File: config.mk
export PLATFORM = sky130hd
export DESIGN_NAME = sdram_cmd_scheduler
export DESIGN_NICKNAME = d
export VERILOG_FILES = /design/src/rtl/sdram_cmd_scheduler.sv
export SDC_FILE = /design/constraint.sdc
export NUM_CORES = 1
export LEC_CHECK = 0
export BUFFER_PORTS_ARGS = -buffer_cell sky130_fd_sc_hd__buf_2
export CORE_UTILIZATION = 43
export CTS_BUF_LIST = sky130_fd_sc_hd__clkbuf_8 sky130_fd_sc_hd__clkbuf_16
export DETAILED_ROUTE_END_ITERATION = 8
export PLACE_DENSITY = 0.73
export SYNTH_ARGS = -nofsm -noshare
export SYNTH_HDL_FRONTEND = slang
export SYNTH_SLANG_ARGS = --single-unit
export TNS_END_PERCENT = 20
File: constraint.sdc
create_clock -name clk -period 1.59 [get_ports clk]
set_clock_uncertainty 0.05 [all_clocks]
set_input_delay 0.3975 -clock clk [delete_from_list [all_inputs] [get_ports clk]]
set_output_delay 0.3975 -clock clk [all_outputs]
set_load 0.01 [all_outputs]
File: src/rtl/sdram_cmd_scheduler.sv
// Shares the SDRAM command/address/bank pins between the read and write engines,
// arbitrates their requests round-robin and sequences periodic PRECHARGE-all + AUTO REFRESH.
module sdram_cmd_scheduler #(
  parameter int REFRESH_INTERVAL = 1560,
  parameter int T_RP             = 2,
  parameter int T_RFC            = 7
) (
  input  logic        clk,
  input  logic        rst,
  input  logic        read_req,
  input  logic        write_req,
  output logic        read_enable,
  output logic        write_enable,
  input  logic        read_idle,
  input  logic        write_idle,
  output logic        auto_refresh,
  input  logic [2:0]  read_command,
  input  logic [11:0] read_address,
  input  logic [1:0]  read_bank,
  input  logic [2:0]  write_command,
  input  logic [11:0] write_address,
  input  logic [1:0]  write_bank,
  output logic [2:0]  sdram_command,
  output logic [11:0] sdram_address,
  output logic [1:0]  sdram_bank,
  output logic        refresh_overrun
);

  // Command encodings {ras_n, cas_n, we_n}
  localparam logic [2:0] CMD_NOP          = 3'b111;
  localparam logic [2:0] CMD_PRECHARGE    = 3'b010;
  localparam logic [2:0] CMD_AUTO_REFRESH = 3'b001;

  localparam int CW = (REFRESH_INTERVAL > 1) ? $clog2(REFRESH_INTERVAL) : 1;
  localparam logic [CW-1:0] CNT_RELOAD = CW'(REFRESH_INTERVAL - 1);
  // Delay counters are 4 bits: T_RP and T_RFC must each be <= 15
  localparam logic [3:0] RP_DELAY  = 4'(T_RP);
  localparam logic [3:0] RFC_DELAY = 4'(T_RFC);

  typedef enum logic [2:0] {
    S_IDLE,
    S_GRANT_READ,
    S_GRANT_WRITE,
    S_REF_DRAIN,
    S_REF_PRE,
    S_REF_CMD
  } state_t;

  typedef enum logic {
    LAST_READ,
    LAST_WRITE
  } grant_t;

  state_t          state_q, state_d;
  grant_t          last_grant_q, last_grant_d;
  logic            seen_busy_q, seen_busy_d;
  logic            refresh_pending_q, refresh_pending_d;
  logic            refresh_overrun_q, refresh_overrun_d;
  logic [CW-1:0]   refresh_cnt_q, refresh_cnt_d;
  logic [3:0]      delay_q, delay_d;
  logic [2:0]      cmd_q, cmd_d;
  logic [11:0]     addr_q, addr_d;
  logic [1:0]      bank_q, bank_d;
  logic            refresh_expire;
  logic            pending_clr;

  always_comb begin
    refresh_expire    = (refresh_cnt_q == '0);
    refresh_cnt_d     = refresh_expire ? CNT_RELOAD : refresh_cnt_q - 1'b1;
    refresh_overrun_d = refresh_overrun_q | (refresh_expire & refresh_pending_q);
    // A new expiry outranks the clear issued at the end of the previous refresh
    refresh_pending_d = refresh_expire | (refresh_pending_q & ~pending_clr);
  end

  always_comb begin
    state_d      = state_q;
    last_grant_d = last_grant_q;
    seen_busy_d  = seen_busy_q;
    delay_d      = delay_q;
    cmd_d        = CMD_NOP;
    addr_d       = '0;
    bank_d       = '0;
    pending_clr  = 1'b0;

    unique case (state_q)
      S_IDLE: begin
        seen_busy_d = 1'b0;
        if (refresh_pending_q) begin
          state_d = S_REF_DRAIN;
        end else if (read_req && write_req) begin
          state_d = (last_grant_q == LAST_WRITE) ? S_GRANT_READ : S_GRANT_WRITE;
        end else if (read_req) begin
          state_d = S_GRANT_READ;
        end else if (write_req) begin
          state_d = S_GRANT_WRITE;
        end
      end

      S_GRANT_READ: begin
        seen_busy_d = seen_busy_q | ~read_idle;
        if (read_idle && (seen_busy_q || !read_req) &&
            (!read_req || write_req || refresh_pending_q)) begin
          state_d      = S_IDLE;
          last_grant_d = LAST_READ;
        end
      end

      S_GRANT_WRITE: begin
        seen_busy_d = seen_busy_q | ~write_idle;
        if (write_idle && (seen_busy_q || !write_req) &&
            (!write_req || read_req || refresh_pending_q)) begin
          state_d      = S_IDLE;
          last_grant_d = LAST_WRITE;
        end
      end

      S_REF_DRAIN: begin
        if (read_idle && write_idle) begin
          state_d    = S_REF_PRE;
          cmd_d      = CMD_PRECHARGE;
          addr_d[10] = 1'b1;
          delay_d    = RP_DELAY;
        end
      end

      S_REF_PRE: begin
        if (delay_q == '0) begin
          state_d = S_REF_CMD;
          cmd_d   = CMD_AUTO_REFRESH;
          delay_d = RFC_DELAY;
        end else begin
          delay_d = delay_q - 1'b1;
        end
      end

      S_REF_CMD: begin
        if (delay_q == '0) begin
          state_d     = S_IDLE;
          pending_clr = 1'b1;
        end else begin
          delay_d = delay_q - 1'b1;
        end
      end

      default: state_d = S_IDLE;
    endcase
  end

  always_ff @(posedge clk) begin
    if (rst) begin
      state_q           <= S_IDLE;
      last_grant_q      <= LAST_WRITE;
      seen_busy_q       <= 1'b0;
      refresh_pending_q <= 1'b0;
      refresh_overrun_q <= 1'b0;
      refresh_cnt_q     <= CNT_RELOAD;
      delay_q           <= '0;
      cmd_q             <= CMD_NOP;
      addr_q            <= '0;
      bank_q            <= '0;
    end else begin
      state_q           <= state_d;
      last_grant_q      <= last_grant_d;
      seen_busy_q       <= seen_busy_d;
      refresh_pending_q <= refresh_pending_d;
      refresh_overrun_q <= refresh_overrun_d;
      refresh_cnt_q     <= refresh_cnt_d;
      delay_q           <= delay_d;
      cmd_q             <= cmd_d;
      addr_q            <= addr_d;
      bank_q            <= bank_d;
    end
  end

  always_comb begin
    read_enable     = (state_q == S_GRANT_READ);
    write_enable    = (state_q == S_GRANT_WRITE);
    auto_refresh    = refresh_pending_q || (state_q == S_REF_DRAIN) ||
                      (state_q == S_REF_PRE) || (state_q == S_REF_CMD);
    refresh_overrun = refresh_overrun_q;
  end

  always_comb begin
    sdram_command = cmd_q;
    sdram_address = addr_q;
    sdram_bank    = bank_q;
    if (state_q == S_GRANT_READ) begin
      sdram_command = read_command;
      sdram_address = read_address;
      sdram_bank    = read_bank;
    end else if (state_q == S_GRANT_WRITE) begin
      sdram_command = write_command;
      sdram_address = write_address;
      sdram_bank    = write_bank;
    end
  end

endmodule

## Yosys cells after proc, flatten, opt, wreduce, memory -nomap -nowiden

Cells that the tools add are included.

- Add/sub/neg operators: 2
- Equal/unequal tests: 12
- Multiplexer cells: 31
- Bitwise gates (word level): 10
- Reductions and logical operators: 28

Operator list:

| operator | count |
|---|---|
| $mux W3 | 13 |
| $mux W12 | 2 |
| $pmux W3 S6 | 1 |
| $mux W4 | 3 |
| $pmux W4 S3 | 1 |
| $logic_not A11 Y1 | 1 |
| $sub A11 B1 Y11 const B | 1 |
| $logic_or A1 B1 Y1 | 9 |
| $ne A2 B2 Y1 const B | 4 |
| $eq A3 B2 Y1 const B | 2 |
| $eq A3 B3 Y1 const B | 2 |
| $logic_and A1 B1 Y1 | 6 |
| $mux W2 | 3 |
| $pmux W3 S2 | 1 |
| $reduce_and A3 Y1 | 2 |
| $reduce_and A6 Y1 | 1 |
| $reduce_bool A3 Y1 | 2 |
| $mux W1 | 5 |
| $ne A5 B5 Y1 const B | 1 |
| $logic_not A4 Y1 | 1 |
| $ne A2 B1 Y1 const B | 2 |
| $not A1 Y1 | 4 |
| $or A1 B1 Y1 | 4 |
| $reduce_or A2 Y1 | 2 |
| 8 further kinds | 10 |

- Flip-flop bits (word level): 37
- Input bits: 40
- Output and inout port bits: 21
- Logic and storage cells: 93

## Depth between registers and ports, before layout

Gate-level depths: netlist of run 1.

- Word-level depth: 6
- Depth in mapped cells: 6
- Mapped depth without buffers: 6

## Worst setup path before layout of run 1

OpenSTA, ideal clock, no wires.

- Path kind: register -> output
- Start point: register state_q[1]
- End point: output sdram_address[1]
- Arrival: 1.341 ns
- Required time: 1.142 ns
- Slack: -0.199 ns
- Cell stages (with the launch flop): 6
- Path buffers: 3
- Cell sequence: dfxtp_1 buf_2 nor3b_1 buf_4 buf_4 a22o_1

- Longest elaborated chain between the ends: 3
- Elaborated cells between the ends (all ways): 4
- Classes of those cells: eq/ne: 2; mux: 2

Ends and longest elaborated chain:

| element | RTL line | source |
|---|---|---|
| start, declared | 54 | `state_t state_q, state_d;` |
| start signal, assigned | 162 | `state_q <= state_d;` |
| $eq A3 B2 Y1 | -- |  |
| via write_enable | 13 | `output logic write_enable,` |
| $mux W12 | 191 | `end else if (state_q == S_GRANT_WRITE) begin` |
| $mux W12 | 187 | `if (state_q == S_GRANT_READ) begin` |
| end, declared | 24 | `output logic [11:0] sdram_address,` |

The timed path passes the listed nets, and every way through them passes these cells.

## Final worst setup path of run 1

- Start point: register state_q[1]
- End point: output sdram_address[9]

- Longest elaborated chain between the ends: 3
- Elaborated cells between the ends (all ways): 4
- Classes of those cells: eq/ne: 2; mux: 2

Ends and longest elaborated chain:

| element | RTL line |
|---|---|
| $eq A3 B2 Y1 | 191 |
| $mux W12 | 191 |
| $mux W12 (*) | 187 |

Mark *: on every way between the ends. The rest lies on a longest branch, timed or not.

==> run summary, run 1 <==
Routability-driven placement finished with a final weighted congestion of 0.785. The area growth from synthesis to layout is 61.0%. The clock passes through at most 2 buffers. The pre-antenna-repair detailed-routing pass consisted of 4 iterations. The peak ir drop on the vdd network came out at 1.07 mV. The global-route total usage across every layer was 0.206. In the post-synthesis netlist, the cell with the most instances is dfxtp_1. The cell type with the largest total area after synthesis was dfxtp_1. The area share of the leading cell type in the synthesized netlist is 0.350. Among all flip-flop cells after synthesis, the most frequent one is dfxtp_1. The checks that failed: negative setup slack. The tools report the initial antenna violation count as 0. The worst setup slack after layout came out at -0.381 ns. Counting instances, the worst hold path has a depth of 2. Row generation in the floorplan step produced 20 rows.

The run gives 19 as the pin count of the biggest net entering global routing. The ratio of routed vias to standard cells works out to 5.24. Setup violations remaining at the end of the flow were counted as 24. Power spread over the standard cell area amounts to 1060 nW/um^2. The residual overflow from global routing is 0, and the clock-pin slew on the worst setup and hold paths is 0.09 ns. Once detail routing completed, the nets flagged for antenna violations numbered 0. The number of synthesized flops with an enable pin is 0, and the relative slew slack is 0.738. The via count of the first global-routing pass was 1397; the highest attainable clock frequency was 507 MHz.

TritonCTS built the clock tree. The number of levels the H-tree was split into was 1; the distinct cell type count after synthesis was 45. The clock reaches the later pin of the worst-skew pair after 0.28 ns. The startpoint identified for the worst register-to-register timing path is refresh_cnt_q[1]. The number of cells on the worst reg-to-reg path was 6; the number of hold-slack violations in the final timing report was 0.

The share of the clock period used by the worst path works out to 1.24. The mean instance size in the synthesized netlist was 8.59 um^2. Summed over all nets, the half-perimeter wirelength after detailed placement is 2.80 mm. During synthesis, Yosys emitted a total of 0 warnings. The count of max-cap constraint violations was 0. The tools report the kind of start point of the critical path as a flip-flop.

For the max-slew violation count, the log shows 0. For the worst reg-to-reg setup slack, the log shows -0.01 ns. The floorplan step defined a core boundary enclosing 3150 um^2. The floorplan step defined a die boundary enclosing 3700 um^2.

The number of nets handed over by synthesis was 216. At the worst endpoint, the required time is 1.14 ns. Final wirelength: 4.15 mm. In this run the count of I/O pins placed on the die edge is 61. The critical path starts at state_q[1].

The number of nets in the layout was 314. Data arrives at the worst endpoint at 1.52 ns. The logs give 39 for the number of DRC markers after the initial detailed-route iteration and 1.06 nW for the static leakage.

In this run, CTS created clock tree buffers numbering 3. The logs give 1646 for the total via count after detailed routing and 26 for the total number of clock tree sinks. The min-delay analysis places its worst path in the category primary input to flip-flop.

Share of the yosys chip area belonging to registers: 0.350. The setup path with the least slack is of type flip-flop to output pin. Setup repair after global routing could not meet its margin everywhere. The number of diodes is 0, and the final hold slack is 0.424 ns. The flow ran to the end, but the final reports show violations.

By count the netlist is led by dfxtp_1, nor2_1, nand2_1. Pre-CTS setup slack: -0.122 ns. After technology mapping, the gate count stands at 173.

Sorting the synthesized cells by area gives the leading types as dfxtp_1, a22o_1, nor2_1. The proportion of layout cells with a drive suffix above 1 was 0.496; the die outline width was 60.8 um. After detailed routing, the number of remaining DRC violations is 0. The capture point of the worst reg-to-reg path was refresh_cnt_q[8]. The actual transition at the worst max-transition pin is 0.391 ns. The cell area that synthesis handed to floorplanning was 1490 um^2. The quantity of hold-fixing buffers added after cts is 0. The die height came out at 60.8 um. Along the worst path, the maximum fanout reaches 6. In the final routed layout, each cell accounts on average for 13.2 um. The first global-routing pass estimated 5.64 mm of wire. The flip-flop and latch count after synthesis is 26. The shortest clock period the worst path allows after layout is 1.97 ns. The sort of element at the end of the critical path was an output pin. The most critical setup path has its endpoint at sdram_address[9]. The initial cell density of the core came out at 0.471. In this run the tool buffered the top-level ports with 60 buffer cells. The library cell used as clock root buffer is clkbuf_8.

The async set-or-reset flop fraction in the synthesized netlist came out at 0.
[worst max-delay path, stage by stage, from the launching register on]
cell and delay, ns:
dfxtp_4 0.36, buf_12 0.13, nor3b_4 0.23, buf_6 0.15, buf_16 0.11, a22o_1 0.13, buf_2 0.13
[flip-flops by register name, indices dropped and copies added, names as in the netlist]
register and flops:
addr_q 1, cmd_q 3, delay_q 4, last_grant_q 1, refresh_cnt_q 11, refresh_overrun 1
refresh_pending_q 1, seen_busy_q 1, state_q 3
[cells in the final DEF (no fill, tap or decap), drive strengths merged, types with 7 or more instances in the layout]
cell,count
a21oi,7
a22o,13
buf,101
dfxtp,26
inv,9
nand2,14
nor2,18
o21ai,9
xnor2,7
[cell families after synthesis]
family | Yosys count | share of synthesized area
AND/OR/NAND/NOR | 68 | 0.269
AO/OA/AOI/OAI | 43 | 0.211
flip-flops | 26 | 0.350
buffers and inverters | 19 | 0.0564
XOR/XNOR | 8 | 0.0471
multiplexers | 6 | 0.0404
adder cells (fa/ha/maj) | 3 | 0.0253
[through the flow]
stage	power (mW)	utilization	area, um^2	std cells	TNS (ns)
after CTS	2.37	0.720	2270	308	-6.52
after detailed placement	1.77	0.673	2120	301	-1.10
after global routing	2.67	0.759	2390	314	-9.05
after floorplan	1.36	-	1550	173	-0.292
final	2.53	0.759	2390	314	-6.78
after global placement	1.76	0.673	2120	301	-0.452
[what timing repair did]
item | CTS | global route
resized for setup | 13 | 14
setup buffers | 2 | 5
hold endpoints to repair | 0 | 0
pin swaps | 5 | 6
endpoints found under the setup margin | 31 | 37
gates cloned | 1 | 1
[layout make-up]
type | instances | area, um^2
Fill cell | 228 | 759
Timing Repair Buffer | 103 | 731
Inverter | 9 | 33.8
Tap cell | 44 | 55.1
Clock buffer | 4 | 66.3
Sequential cell | 26 | 532
Multi-Input combinational cell | 128 | 976
[worst min path at each step]
stage | startpoint | endpoint | slack [ns]
CTS | rst | refresh_pending_q | 0.43
global route | rst | refresh_pending_q | 0.45
floorplan | refresh_cnt_q[0] | refresh_cnt_q[0] | 0.33
finish | rst | refresh_pending_q | 0.42
detailed placement | refresh_overrun | refresh_overrun | 0.41
global placement | refresh_overrun | refresh_overrun | 0.40
[where the power goes]
group / switching [mW] / internal (mW)
clock: 0.229 / 0.275
sequential: 0.0343 / 0.694
combinational: 0.549 / 0.745
[routing by layer]
metal	vias up	wire, um	global-route usage
li1	823	-	-
met1	756	1680	0.222
met2	62	2170	0.413
met3	5	251	0.0149
met4	0	53	0.0779
met5	-	0	0
No activity file was read; power rests on OpenSTA's default activity.
==> run 2, diff against run 1 <==
--- a/config.mk
+++ b/config.mk
@@ -9,7 +9,7 @@
 export CORE_UTILIZATION = 43
 export CTS_BUF_LIST = sky130_fd_sc_hd__clkbuf_8 sky130_fd_sc_hd__clkbuf_16
 export DETAILED_ROUTE_END_ITERATION = 8
-export PLACE_DENSITY = 0.73
+export PLACE_DENSITY_LB_ADDON = 0.05
 export SYNTH_ARGS = -nofsm -noshare
 export SYNTH_HDL_FRONTEND = slang
 export SYNTH_SLANG_ARGS = --single-unit
==> run 2 against run 1 <==
Against the previous run:
- the flow still finishes with violations (negative setup slack)
- global-route usage up 1.4 points
- utilization down 1.2 points
- combinational power about the same
- setup slack better by 0.041 ns
- critical path type unchanged
- critical endpoint is now sdram_address[1]
- largest cell class unchanged
==> run summary, run 2 (same netlist as run 1, synthesis figures left out) <==
The worst setup slack after layout was -0.339 ns (+0.0414 ns). Most repeated library cell on the critical path: buf_6. The residual overflow from global routing was 0 (unchanged); the share of the clock period used by the worst path was 1.21 (-0.0261).

Most flop-heavy register: refresh_cnt_q. Relative slew slack: 0.743 (+0.00507). For the core area, the log shows 3150 um^2 (unchanged).

For the final design instance area without fill, the log shows 2360 um^2 (-1.5%). The largest registers in the layout are refresh_cnt_q x11, delay_q x4. The number of search-and-repair iterations in the first detailed-routing pass was 4 (unchanged); the die height was 60.8 um (unchanged). The required time of the worst setup path was 1.14 ns (about the same); the number of cells on the worst reg-to-reg path was 7 (+1). The worst setup path is launched from a flip-flop. For the number of failing setup endpoints in the final timing report, the log shows 29 (+21%). The flow ran to the end, but the final reports show violations.

The logs give 5.93 mm (+5.1%) for the first-pass GRT wire length and 0 (unchanged) for the max-slew violation count. The number of levels the H-tree was split into was 1 (unchanged); the remaining routing DRC violations was 0 (unchanged). The run gives 0.652 mV (-39%) as the peak ir drop on the vdd network. The delay of the slowest cell on the worst path is 0.37 ns (about the same), and the final RePlAce weighted congestion is 0.802 (+2.1%).

Start-to-end type of the worst setup path: flip-flop to output pin. The final wirelength was 4.40 mm (+6.0%); the worst hold path depth was 2 (unchanged). The pin count of the biggest net entering global routing was 25 (+6). In this run the worst hold path is classified as flip-flop to flip-flop. For the number of diodes, the log shows 0 (unchanged). The total of buffers placed on input and output ports is 60 (unchanged), and the initial cell density of the core is 0.471 (unchanged).

The run gives 0 (unchanged) as the quantity of hold-fixing buffers added after cts. The die outline width was 60.8 um (unchanged); the flip-flop count of the largest register, all copies and words added was 11 (unchanged). The via count of the first global-routing pass is 1380 (-1.2%).

The sum of met3 wire segment lengths after detailed routing is 208 um (-17%). The run gives 30 (-23%) as the number of DRC markers after the initial detailed-route iteration. The power density over the cells works out to 1000 nW/um^2 (-4.9%).

The static leakage was 1.03 nW (-2.9%); the clock-pin slew on the worst setup and hold paths was 0.09 ns (about the same). Traced cell by cell, the critical path runs through buf_6 > nor3b_4 > buf_6 > clkbuf_16 > a22o_1 > buf_2. Setup repair after global routing could not meet its margin everywhere. The HPWL after detailed placement is 3.17 mm (+13%). The number of top-level pins came out at 61 (unchanged). The worst setup path is captured at an output pin. The logs give 518 MHz (+2.1%) for the highest attainable clock frequency and 0 (unchanged) for the count of max-cap constraint violations. The data arrival time of the critical path came out at 1.48 ns (-0.04 ns). For the met2 routed wirelength, the log shows 2.30 mm (+6.2%).

TritonCTS built the clock tree. The tools report the number of rows in the core area as 20 (unchanged). The run gives 0 (unchanged) as the initial antenna violation count.

The tools report the clock latency on the worst-skew pair as 0.27 ns (about the same). The number of buffers between clock root and the deepest sink is 2 (unchanged). Routed signal wires occupy layers up through met4.

The total number of clock tree sinks came out at 26 (unchanged). The library cell used as clock root buffer is clkbuf_8. Placed standard-cell area: 2120 um^2 (unchanged).

The shortest clock period the worst path allows after layout was 1.93 ns (-0.0414 ns). The worst reg-to-reg setup slack was -0.04 ns (-0.03 ns). The cell at the slowest stage of the critical path is dfxtp_4. For the remaining number of nets flagged by the antenna check after routing, the log shows 0 (unchanged).

In the layout the commonest cells are buf_2, buf_4, dfxtp_1. The checks that failed: negative setup slack. The highest fanout seen on the critical path works out to 12 (+6). The final total power came out at 2.37 mW (-6.4%). Actual transition at the worst max-transition pin: 0.383 ns (-0.00847 ns). The run gives 3 (unchanged) as the number of CTS-inserted buffers.

Area growth from synthesis to layout: 58.6%. The tools report the total via count after detailed routing as 1641 (-0.30%). The routed wire length per instance was 14.1 um (+6.7%); the proportion of layout cells with a drive suffix above 1 was 0.496 (about the same).

Global-route total usage across every layer: 0.220 (+0.0140). Most frequent standard cell in the layout excluding fill and tap cells: buf_2. The ratio of routed vias to standard cells is 5.26 (+0.34%). The area of the die was 3700 um^2 (unchanged).

Number of hold-slack violations in the final timing report: 0 (unchanged). The number of nets in the layout is 312 (-0.64%), and the detailed-route wire length on metal 1 is 1.83 mm (+8.9%).
## run 2: cell types whose count changed in the layout (fill, tap and decap cells not counted), sizes merged
cell and delta:
inv +1, buf -2, clkbuf -1
## run 2: layer usage
| metal | track usage | vias up |
|---|---|---|
| li1 | - | 817 |
| met1 | 0.241 | 758 |
| met2 | 0.422 | 60 |
| met3 | 0.0256 | 6 |
| met4 | 0.0974 | 0 |
| met5 | 0 | - |
## run 2: what timing repair did
action | CTS | global route
gates resized for setup | 10 | 20
hold endpoints to repair | 0 | 0
buffers inserted | 0 | 5
pin swaps | 1 | 3
setup endpoints to repair | 32 | 38
gates cloned | 0 | 2
## run 2: per-stage QoR
stage | setup slack, ns | std cells | hold WS (ns) | setup TNS (ns) | utilization
6_report | -0.339 | 312 | 0.435 | -6.30 | 0.748
4_1_cts | -0.309 | 305 | 0.438 | -5.62 | 0.699
5_1_grt | -0.418 | 312 | 0.465 | -8.41 | 0.748
3_5_place_dp | -0.165 | 301 | 0.422 | -0.601 | 0.673
3_3_place_gp | -0.114 | 301 | 0.403 | -0.311 | 0.673
2_1_floorplan | -0.0207 | 173 | 0.334 | -0.292 | -
## run 2: final timing paths
kind,startpoint,endpoint
min,refresh_overrun,refresh_overrun
max,state_q[2],sdram_address[1]
min reg2reg,refresh_overrun,refresh_overrun
max reg2reg,refresh_cnt_q[1],refresh_overrun
## run 2: cell type report
type | count | area [um^2]
multi-input cells | 128 | 982
flip-flops and latches | 26 | 532
fillers | 242 | 796
clock buffers | 3 | 41.3
inverters | 9 | 33.8
clock inverters | 1 | 3.75
well taps | 44 | 55.1
repair buffers | 101 | 709
## run 2: power breakdown
group	switching (mW)	leakage (nW)	internal (mW)	total, mW
clock network	0.204	0.0269	0.173	0.377
logic	0.551	0.789	0.708	1.26
registers	0.0367	0.214	0.694	0.731
total	0.791	1.03	1.57	2.37
## run 2: worst max-delay path, delay by kind of cell, from the launching register on
kind	cells	cell delay (ns)
buf+inv	4	0.53
compound gates	1	0.12
simple gates	1	0.18
flops	1	0.37
==> run 3, diff against run 2 <==
--- a/config.mk
+++ b/config.mk
@@ -6,6 +6,7 @@
 export NUM_CORES = 1
 export LEC_CHECK = 0
 export BUFFER_PORTS_ARGS = -buffer_cell sky130_fd_sc_hd__buf_2
+export CORE_ASPECT_RATIO = 0.75
 export CORE_UTILIZATION = 43
 export CTS_BUF_LIST = sky130_fd_sc_hd__clkbuf_8 sky130_fd_sc_hd__clkbuf_16
 export DETAILED_ROUTE_END_ITERATION = 8
==> run 3 against run 2 <==
Against the previous run:
- the flow still finishes with violations (negative setup slack)
- critical path depth is the same
- setup slack got worse by 0.011 ns
- first-iteration DRC count up 120%
- total power is 1.8% lower
- worst hold slack worse by 0.013 ns
- non-clock buffer count is 4 lower
- clock-buffer cell count did not move
- largest cell class unchanged
==> run summary, run 3 (same netlist as run 1, synthesis figures left out) <==
For the number of buffers between clock root and the deepest sink, the log shows 2 (unchanged). The endpoint identified for the worst register-to-register timing path is state_q[0]. The worst reg-to-reg setup slack is -0.04 ns (about the same), and the number of failing setup endpoints in the final timing report is 30 (+3.4%). The run gives 0.222 (+0.00146) as the global-route total usage across every layer. For the area of the die, the log shows 3700 um^2 (about the same). The tools report the pin count of the biggest net entering global routing as 25 (unchanged).

The number of diodes came out at 0 (unchanged). Tracing the worst setup path back leads to its startpoint at state_q[1]. Grouping stages by cell kind, the critical path spends the most delay in buffers and inverters.

The tools report the final cell utilization of the core as 0.702 (-0.0456). The initial antenna violation count was 0 (unchanged). In the layout the commonest cells are buf_2, buf_4, dfxtp_1. The total via count after detailed routing was 1639 (-0.12%). The met3 demand-to-capacity share in global routing was 0.0438 (+0.0182); the count of max-cap constraint violations was 0 (unchanged). For the first-pass GRT wire length, the log shows 6.50 mm (+9.7%). The max-slew violation count was 0 (unchanged); the remaining routing DRC violations was 0 (unchanged). The required time of the worst setup path was 1.14 ns (about the same).

For the initial cell density of the core, the log shows 0.452 (-0.0194). The ratio of routed vias to standard cells is 5.39 (+2.5%). The pre-CTS setup slack is -0.220 ns (-0.0542 ns), and the clock latency on the worst-skew pair is 0.27 ns (about the same). The total of buffers placed on input and output ports works out to 60 (unchanged). Counting flops per register, the top entry is refresh_cnt_q. The flip-flop count of the largest register, all copies and words added works out to 11 (unchanged). The number of CTS-inserted buffers was 3 (unchanged); the worst setup slack after layout was -0.350 ns (-0.0107 ns). The global routing usage on met1 was 0.272 (+0.0309); the number of hold-slack violations in the final timing report was 0 (unchanged). The tools report the total number of clock tree sinks as 26 (unchanged). TritonCTS built the clock tree. The critical register-to-register path startpoint was state_q[1]. The start-to-end type of the worst setup path is flip-flop to output pin. The final reports fail on negative setup slack.

The most frequent standard cell in the layout excluding fill and tap cells is buf_2. The cell at the slowest stage of the critical path was dfxtp_4. For the final RePlAce weighted congestion, the log shows 0.822 (+2.5%). The tools report the area of the multi-input gates as 988 um^2 (+0.64%). The number of top-level pins is 61 (unchanged).

STA classifies the critical path endpoint as an output pin. The library cell used as clock root buffer is clkbuf_8. The most heavily used metal layer in global routing was met2. The met2 usage came out at 0.421 (-0.000818). The highest attainable clock frequency was 515 MHz (-0.55%); the number of cells on the worst reg-to-reg path was 8 (+1).

Setup repair after global routing could not meet its margin everywhere. Compared with the post-synthesis result, the final layout area differs by 55.3%. The largest registers in the layout are refresh_cnt_q x11, delay_q x4. The flow ran to the end, but the final reports show violations. The run gives 0.710 mV (+8.8%) as the peak ir drop on the vdd network. The worst hold path class is flip-flop to flip-flop.

The routed wire length per instance is 14.1 um (about the same), and the number of nets in the layout is 308 (-1.3%). The critical path depth works out to 6 (unchanged). Number of levels the H-tree was split into: 1 (unchanged).

The tools report the relative slew slack as 0.712 (-0.0316). Traced cell by cell, the critical path runs through buf_12 > nor3b_4 > buf_6 > clkbuf_16 > a22o_1 > buf_2. The actual transition at the worst max-transition pin works out to 0.432 ns (+0.0487 ns).

The static leakage was 1.02 nW (-1.5%); the share of the clock period used by the worst path was 1.22 (+0.00671). The HPWL after detailed placement is 3.18 mm (+0.25%), and the final design instance area without fill is 2310 um^2 (-2.1%). The final total power is 2.32 mW (-1.8%), and the delay of the slowest cell on the worst path is 0.37 ns (about the same). The fill cell instance count of the final layout was 275 (+14%); the via count of the first global-routing pass was 1419 (+2.8%). The highest fanout seen on the critical path is 12 (unchanged), and the number of rows in the core area is 18 (-10%). Die height: 52.9 um (-13%). The number of search-and-repair iterations in the first detailed-routing pass is 4 (unchanged). The quantity of hold-fixing buffers added after cts is 0 (unchanged).

The run gives 66 (+120%) as the number of DRC markers after the initial detailed-route iteration. Following the worst setup path forward leads to its endpoint at sdram_bank[1]. The shortest clock period the worst path allows after layout came out at 1.94 ns (+0.0107 ns). The die outline width was 69.9 um (+15%).

The worst hold path startpoint is refresh_overrun. The proportion of layout cells with a drive suffix above 1 came out at 0.473 (-0.0228). The power density over the cells is 1010 nW/um^2 (+0.28%). The clock-pin slew on the worst setup and hold paths is 0.09 ns (about the same), and the residual overflow from global routing is 0 (unchanged).

The core area was 3290 um^2 (+4.3%). The tools report the placed standard-cell area as 2070 um^2 (-2.5%). The kind of start point of the critical path was a flip-flop. The tools report the area used by sequential logic in the layout as 532 um^2 (unchanged).

The final wirelength is 4.29 mm (-2.5%). The count of buffering cells on the critical path with inverters included was 4 (unchanged); the remaining number of nets flagged by the antenna check after routing was 0 (unchanged). The run gives 1.49 ns (about the same) as the data arrival time of the critical path.
## run 3: worst min path at each step
stage / to / slack (ns) / cells past startpoint
2_1_floorplan: refresh_cnt_q[0] / 0.33 / 1
3_3_place_gp: refresh_overrun / 0.40 / 2
3_5_place_dp: refresh_overrun / 0.41 / 2
4_1_cts: refresh_overrun / 0.43 / 2
5_1_grt: refresh_overrun / 0.46 / 2
6_report: refresh_overrun / 0.42 / 2
## run 3: final cells by class
type                       count  share of cell area
clock buffer                   3              0.0179
clock inverter                 1             0.00163
inverter                       9              0.0146
multi-input combinational    128               0.428
sequential                    26               0.230
tap                           40              0.0217
timing repair buffer          97               0.286
## run 3: metal layers
| layer | vias to the layer above | share of wire |
|---|---|---|
| li1 | 812 | - |
| met1 | 768 | 0.44 |
| met2 | 55 | 0.50 |
| met3 | 4 | 0.053 |
| met4 | 0 | 0.0019 |
| met5 | - | 0 |
## run 3: tightest hold or removal path: cells and delay by family, from the launching register on
kind            cells  cell delay [ns]
simple gates        1             0.07
flops               1             0.33
compound gates      1             0.04
## run 3: what timing repair did
action	CTS	global route
setup buffers	2	2
pin swaps	7	8
gates resized for setup	17	8
endpoints found under the setup margin	35	39
gates cloned	0	2
## run 3: per-stage QoR
stage	instances	hold slack [ns]	setup TNS, ns
detailed placement	294	0.406	-1.20
global placement	294	0.396	-0.402
global route	304	0.460	-8.55
floorplan	173	0.334	-0.292
finish	304	0.422	-6.36
CTS	300	0.427	-5.43
## run 3: report_power, final
group	internal, mW	leakage [nW]	total (mW)	switching [mW]
Clock	0.173	0.0269	0.375	0.202
Sequential	0.694	0.214	0.739	0.0450
Combinational	0.672	0.774	1.21	0.538
Total	1.54	1.02	2.32	0.784
